==> src/rtl/output_scheduler.sv <==
// Switch output stage: four per-output round-robin arbiters move whole packets from
// four input word streams into four output RAM write ports, plus a busy-cycle counter.
module output_scheduler #(
  parameter int unsigned DEPTH = 4096
) (
  input  logic        clk,
  input  logic        reset,
  input  logic        run,
  input  logic        clear,
  input  logic [31:0] in_data    [4],
  input  logic [1:0]  in_dest    [4],
  input  logic [3:0]  in_last,
  input  logic [3:0]  in_valid,
  output logic [3:0]  in_ready,
  output logic [31:0] outp       [4],
  output logic [3:0]  out_ram_wr,
  output logic [3:0]  full,
  output logic        busy,
  output logic [31:0] total_time
);

  localparam logic [12:0] DEPTH_CNT = 13'(DEPTH);

  typedef enum logic {IDLE, XFER} state_e;

  state_e      state_q  [4];
  state_e      state_d  [4];
  logic [1:0]  owner_q  [4];
  logic [1:0]  owner_d  [4];
  logic [1:0]  rr_ptr_q [4];
  logic [1:0]  rr_ptr_d [4];
  logic [12:0] cnt_q    [4];
  logic [12:0] cnt_d    [4];
  logic [31:0] stage_q  [4];
  logic [31:0] stage_d  [4];
  logic [31:0] outp_q   [4];
  logic [31:0] outp_d   [4];
  logic [3:0]  wr_q;
  logic [3:0]  wr_d;
  logic [31:0] total_q;
  logic [31:0] total_d;

  logic [3:0]  locked;
  logic [3:0]  accept;
  logic [3:0]  grant_vld;
  logic [1:0]  grant_idx [4];

  always_comb begin
    locked = '0;
    full   = '0;
    for (int j = 0; j < 4; j++) begin
      if (state_q[j] == XFER) locked[owner_q[j]] = 1'b1;
      full[j] = (cnt_q[j] == DEPTH_CNT);
    end
  end

  // Inputs have a single destination, so at most one output drives each in_ready bit.
  always_comb begin
    in_ready = '0;
    accept   = '0;
    for (int j = 0; j < 4; j++) begin
      if (state_q[j] == XFER && !full[j]) begin
        in_ready[owner_q[j]] = 1'b1;
        accept[j]            = in_valid[owner_q[j]];
      end
    end
  end

  always_comb begin
    grant_vld = '0;
    for (int j = 0; j < 4; j++) begin
      grant_idx[j] = 2'd0;
      for (int k = 0; k < 4; k++) begin
        if (!grant_vld[j]) begin
          if (in_valid[rr_ptr_q[j] + 2'(k)] && in_dest[rr_ptr_q[j] + 2'(k)] == 2'(j) &&
              !locked[rr_ptr_q[j] + 2'(k)]) begin
            grant_vld[j] = 1'b1;
            grant_idx[j] = rr_ptr_q[j] + 2'(k);
          end
        end
      end
    end
  end

  always_comb begin
    wr_d = '0;
    for (int j = 0; j < 4; j++) begin
      state_d[j]  = state_q[j];
      owner_d[j]  = owner_q[j];
      rr_ptr_d[j] = rr_ptr_q[j];
      stage_d[j]  = stage_q[j];
      outp_d[j]   = outp_q[j];
      cnt_d[j]    = cnt_q[j];
      wr_d[j]     = accept[j];
      // Data trails the strobe by one cycle to match the RAM's write register.
      if (wr_q[j]) outp_d[j] = stage_q[j];
      if (accept[j]) stage_d[j] = in_data[owner_q[j]];
      if (clear) cnt_d[j] = '0;
      else if (accept[j]) cnt_d[j] = cnt_q[j] + 13'd1;
      case (state_q[j])
        IDLE: begin
          if (run && !full[j] && grant_vld[j]) begin
            state_d[j]  = XFER;
            owner_d[j]  = grant_idx[j];
            rr_ptr_d[j] = grant_idx[j] + 2'd1;
          end
        end
        XFER: begin
          if (accept[j] && in_last[owner_q[j]]) state_d[j] = IDLE;
        end
        default: state_d[j] = IDLE;
      endcase
    end
  end

  always_comb begin
    busy = (|in_valid);
    for (int j = 0; j < 4; j++) begin
      if (state_q[j] == XFER) busy = 1'b1;
    end
    total_d = total_q;
    if (clear) total_d = '0;
    else if (run && busy && total_q != 32'hFFFF_FFFF) total_d = total_q + 32'd1;
  end

  always_ff @(posedge clk) begin
    if (reset) begin
      for (int j = 0; j < 4; j++) begin
        state_q[j]  <= IDLE;
        owner_q[j]  <= 2'd0;
        rr_ptr_q[j] <= 2'd0;
        cnt_q[j]    <= '0;
        stage_q[j]  <= '0;
        outp_q[j]   <= '0;
      end
      wr_q    <= '0;
      total_q <= '0;
    end else begin
      for (int j = 0; j < 4; j++) begin
        state_q[j]  <= state_d[j];
        owner_q[j]  <= owner_d[j];
        rr_ptr_q[j] <= rr_ptr_d[j];
        cnt_q[j]    <= cnt_d[j];
        stage_q[j]  <= stage_d[j];
        outp_q[j]   <= outp_d[j];
      end
      wr_q    <= wr_d;
      total_q <= total_d;
    end
  end

  assign outp       = outp_q;
  assign out_ram_wr = wr_q;
  assign total_time = total_q;

endmodule
==> config.mk <==
export PLATFORM = sky130hd
export DESIGN_NAME = output_scheduler
export DESIGN_NICKNAME = d
export VERILOG_FILES = /design/src/rtl/output_scheduler.sv
export SDC_FILE = /design/constraint.sdc
export NUM_CORES = 1
export LEC_CHECK = 0
export CORE_ASPECT_RATIO = 2
export CORE_MARGIN = 4
export CORE_UTILIZATION = 55
export CTS_BUF_LIST = sky130_fd_sc_hd__clkbuf_16
export DETAILED_ROUTE_END_ITERATION = 12
export DONT_BUFFER_PORTS = 1
export PLACE_DENSITY_LB_ADDON = 0.2
export SYNTH_ARGS = -nofsm -noshare
export SYNTH_HDL_FRONTEND = slang
export SYNTH_SLANG_ARGS = --single-unit
==> constraint.sdc <==
create_clock -name clk -period 2.1 [get_ports clk]
set_input_delay 0.42 -clock clk [delete_from_list [all_inputs] [get_ports clk]]
set_output_delay 0.42 -clock clk [all_outputs]
set_load 0.005 [all_outputs]
# == Word level (Yosys, flattened, before mapping) ==
# Memory sizes are Yosys's and may differ from the RTL's.
# Cells that the tools add are included.
# word_totals
regBits,164
mem_bits_rw,200
mem_count,5
# memory_table
memory,depth,word_bits,read_ports,rd_clocked_by_memory_dff,write_ports,line_no,rtl
stage_q,4,32,4,0,4,34,logic [31:0] stage_q [4];
cnt_q,4,13,4,0,4,32,logic [12:0] cnt_q [4];
owner_q,4,2,4,0,4,28,logic [1:0] owner_q [4];
rr_ptr_q,4,2,4,0,4,30,logic [1:0] rr_ptr_q [4];
state_q,4,1,4,0,4,26,state_e state_q [4];
# op_classes
n_reduce_logical,80
muxes,283
n_lt_le_gt_ge,44
n_eq_ne,17
bitwise_logic,50
add_sub_neg,21
# ops
operator,count
$mux 32,16
$bmux 32 s2,4
$mux 2,84
$mux 13,12
$mux 1,95
$bmux 1 s2,40
$bmux 2 s2,16
$ge 3x3->1 const B,20
$lt 2x3->1 const B,20
$not 2->3,20
$logic_and 1x1->1,54
$add 13x1->13 const B,4
$eq 13x13->1 const B,4
$add 32x1->32 const B,1
$mux 4,8
$ne 32x32->1 const B,1
$or 4x4->4,6
$logic_not 1->1,20
$or 1x1->1,20
$add 2x1->2 const B,8
$add 2x2->2 const B,8
$eq 2x2->1 const B,8
$demux 1 s2,4
$eq 2x1->1 const B,4
other kinds (6),18

# == Longest topological paths before layout ==
# depth
word_depth,26
depth_mapped,11

# == Least setup slack after synthesis ==
# No wires, ideal clock.
# synth_timing
path_type,register to register
start,memory owner_q[1][0]
end,memory rr_ptr_q[2][1]
setup_time_ns,0.074
path_stages_with_launch,10
t_arrival_ns,2.130
period_less_slack_ns,2.204
setup_slack_ns,-0.104
t_required_ns,2.026
path_buffers,1
path_cell_list,dfxtp_1 > buf_4 > nand2_2 > o211ai_4 > or4_4 > nor4_2 > a41oi_1 > and4_4 > or3_1 > a31oi_1
# synth_rtl
item,line_no
from (decl),28
to (decl),30

==> metrics.txt <==
Least-Margin Pin Slew 0.724 ns; Congestion Overflow GR 0; ant diodes 0; area leader, netlist dfxtp_1; drt first-iter violations 788; Max Cap Violations 0; setup ws final -0.497 ns; Worst Path Buf+Inv 1; TritonCTS Buffers 34; post-route ant nets 0; fin nets 2110; initial antenna violation count 0; violated checks setup timing; Yosys warning count 0; PortBufs 0; core area 31500 um2; Wirelength per Cell 25.3 um; worst relative slew slack 51.5%; multi-input logic area 10800 um2; Worst EP required 1.68 ns; Initial Util 55.7%; crit path launch type flip-flop; DRC Markers 0; Pre-antenna DRT Iters 5; met2 routed WL 31500 um; Die Ht 261 um; WP data arrival 2.18 ns; # IOs 321; Slowest cell on crit path dfxtp_2; Yosys cell types 74; fin crit period 2.60 ns; FP Rows 92; top cell type's share of synthesized area 41.5%; ranking of synthesized cells by area dfxtp_1, mux4_2, mux2i_1, nand2_1, nor2_1; Final Cell Area 21900 um2; worst vdd ir 0.685 mV; CP endpoint kind primary output; largest net degree at the start of global routing 264; sequential share of the synthesized area 41.5%; kind of critical path flip-flop to primary output; number of flops mapped to enable cells by yosys 0; DR vias 14.7k; HPWL Detailed 43300 um; # H-tree levels 2; fmax 385 MHz; fin cells 2398; first-pass GRT wire length 86600 um; slowest stage delay, CP 0.32 ns; Synth Area per Inst 9.62 um2; DRT met1 WL 17200 um; highest routed layer met4; Max clock buf depth 3; Fill cells 2500; Synth Instances 1826; Post-DP Area 19000 um2; clk_skew 0.0232 ns; Hold WC Path Type primary input to flip-flop; Total Routing Usage GR 32.8%; Clock Latency Late Sink 0.54 ns; die width 134 um; Fin Hold WS 0.106 ns; GP Congestion 0.991; CP cell instances inv_2 > ha_4 > nor4b_4 > nand3_2 > and2_4 > nor2b_4 > a22o_1 > a211o_1; vias in the first global route 14.9k; CP max FO 2; Synth Register Bits 364; clock transition at the registers of the reported paths 0.06 ns; share of layout cells above drive strength 1 31.5%; via/cell ratio 6.11; Clock Sinks 364; dpl cells 2282; CTS Root Cell clkbuf_16; CTS tree built; die area 35100 um2; Worst path top cell family by delay simple AND/OR/NAND/NOR gates; Area growth syn-to-layout 24.4%; Mapped Area 17600 um2; Final Hold Fails 0; Final setup viols 77; status finished, violations left; DRT Wirelength 60600 um; async set-or-reset flop fraction in the synthesized netlist 0%; Final Max Slew Viols 0; FF/Latch Area 7340 um2; RSZ-0062 raised after global routing yes; WL met3 6150 um; Power Dens Cells 695 nW/um2; prevailing post-synth register cell dfxtp_1; final period utilization 124%; Syn Nets 1983; Leak 7.51 nW
==> cells in the mapped netlist, types with 3 or more instances <==
master / n
dfxtp_1: 364
nand2_1: 319
nor2_1: 240
a21oi_1: 160
mux2i_1: 138
mux4_2: 133
clkbuf_1: 83
inv_1: 33
xor2_1: 33
xnor2_1: 30
nand3_1: 28
buf_1: 27
o21ai_0: 22
or3_1: 22
and3_1: 18
nand4_1: 15
a211oi_1: 11
buf_2: 10
nor4b_1: 10
ha_1: 9
nor3_1: 9
nor4_1: 8
buf_4: 7
a31oi_1: 6
nor2b_1: 6
nor3b_1: 6
and4_1: 5
a211o_1: 4
and2_1: 4
and3b_1: 4
o22ai_1: 4
a31o_2: 3
nand3b_1: 3
o221ai_1: 3
o22a_1: 3
==> routing by layer <==
layer  global-route usage, %  vias to the layer above
li1                        -                     6708
met1                    28.6                     7136
met2                    58.4                      602
met3                    12.5                      208
met4                    26.5                        0
met5                       0                        -
==> cell type report <==
class	count	share of cell area, %
flip-flops and latches	364	33.6
repair buffers	218	9.44
clock buffers	36	4.12
inverters	34	0.595
multi-input cells	1301	49.3
clock inverters	22	0.572
well taps	423	2.42
==> flip-flops by register name, indices dropped and copies added, names as in the netlist <==
signal / count
cnt_q: 52
total_time: 32
state_q: 4
owner_q: 8
rr_ptr_q: 8
stage_q: 128
outp: 128
out_ram_wr: 4
==> where the power goes <==
part           internal (mW)  leakage (nW)  total (mW)  switching [mW]
registers               7.05          2.96        7.21           0.157
clock network           3.22         0.541        5.88            2.66
logic                   1.04          4.02        2.11            1.07
total                   11.3          7.51        15.2            3.89
==> path summary, 6_finish.rpt <==
check                                     from              end  slack, ns  depth (start not counted)
worst max-delay path               cnt_q[0][0]      in_ready[0]      -0.50                          8
worst max register to register     cnt_q[3][1]      cnt_q[3][9]      -0.30                         14
worst min register to register  stage_q[0][38]   stage_q[0][38]       0.46                          2
worst min-delay path                     reset  stage_q[0][120]       0.11                          1
==> placed cells by master (no fill, tap or decap), drive strengths merged, types with 5 or more instances in the layout <==
cell,Yosys,layout
a211oi,11,11
a21oi,162,162
a31oi,7,7
and2,5,5
and3,18,18
and4,6,6
buf,44,211
clkbuf,83,39
clkinv,0,7
dfxtp,364,364
ha,9,9
inv,34,47
mux2i,138,138
mux4,133,133
nand2,320,320
nand3,28,28
nand3b,5,5
nand4,16,16
nor2,240,240
nor2b,6,6
nor3,10,10
nor3b,6,6
nor4,10,10
nor4b,11,11
o21ai,23,23
or3,22,22
xnor2,30,30
xor2,33,33
==> cell families after synthesis <==
family | share of synthesized area [%]
flops | 41.5
xor+xnor | 3.14
mux | 25.0
buf+inv | 3.66
fa+ha+maj | 0.641
compound gates | 7.94
simple gates | 18.1
==> per-stage QoR <==
step | TNS (ns) | total power, mW | worst slack [ns] | utilization (%)
after floorplan | -0.0725 | 8.54 | -0.0686 | -
after global placement | -6.48 | 9.09 | -0.214 | 60.2
after detailed placement | -9.04 | 9.10 | -0.282 | 60.2
after CTS | -3.74 | 15.1 | -0.552 | 65.9
after global routing | -19.41 | 15.7 | -0.586 | 69.3
final | -11.03 | 15.2 | -0.497 | 69.3
==> what timing repair did <==
item | CTS | global route
cloned | 0 | 4
setup buffers | 26 | 29
setup endpoints to repair | 115 | 133
hold buffers | 3 | 1
gates resized for setup | 128 | 190
hold endpoints to repair | 9 | 8
pin swaps | 66 | 74
No activity file was read; power rests on OpenSTA's default activity.
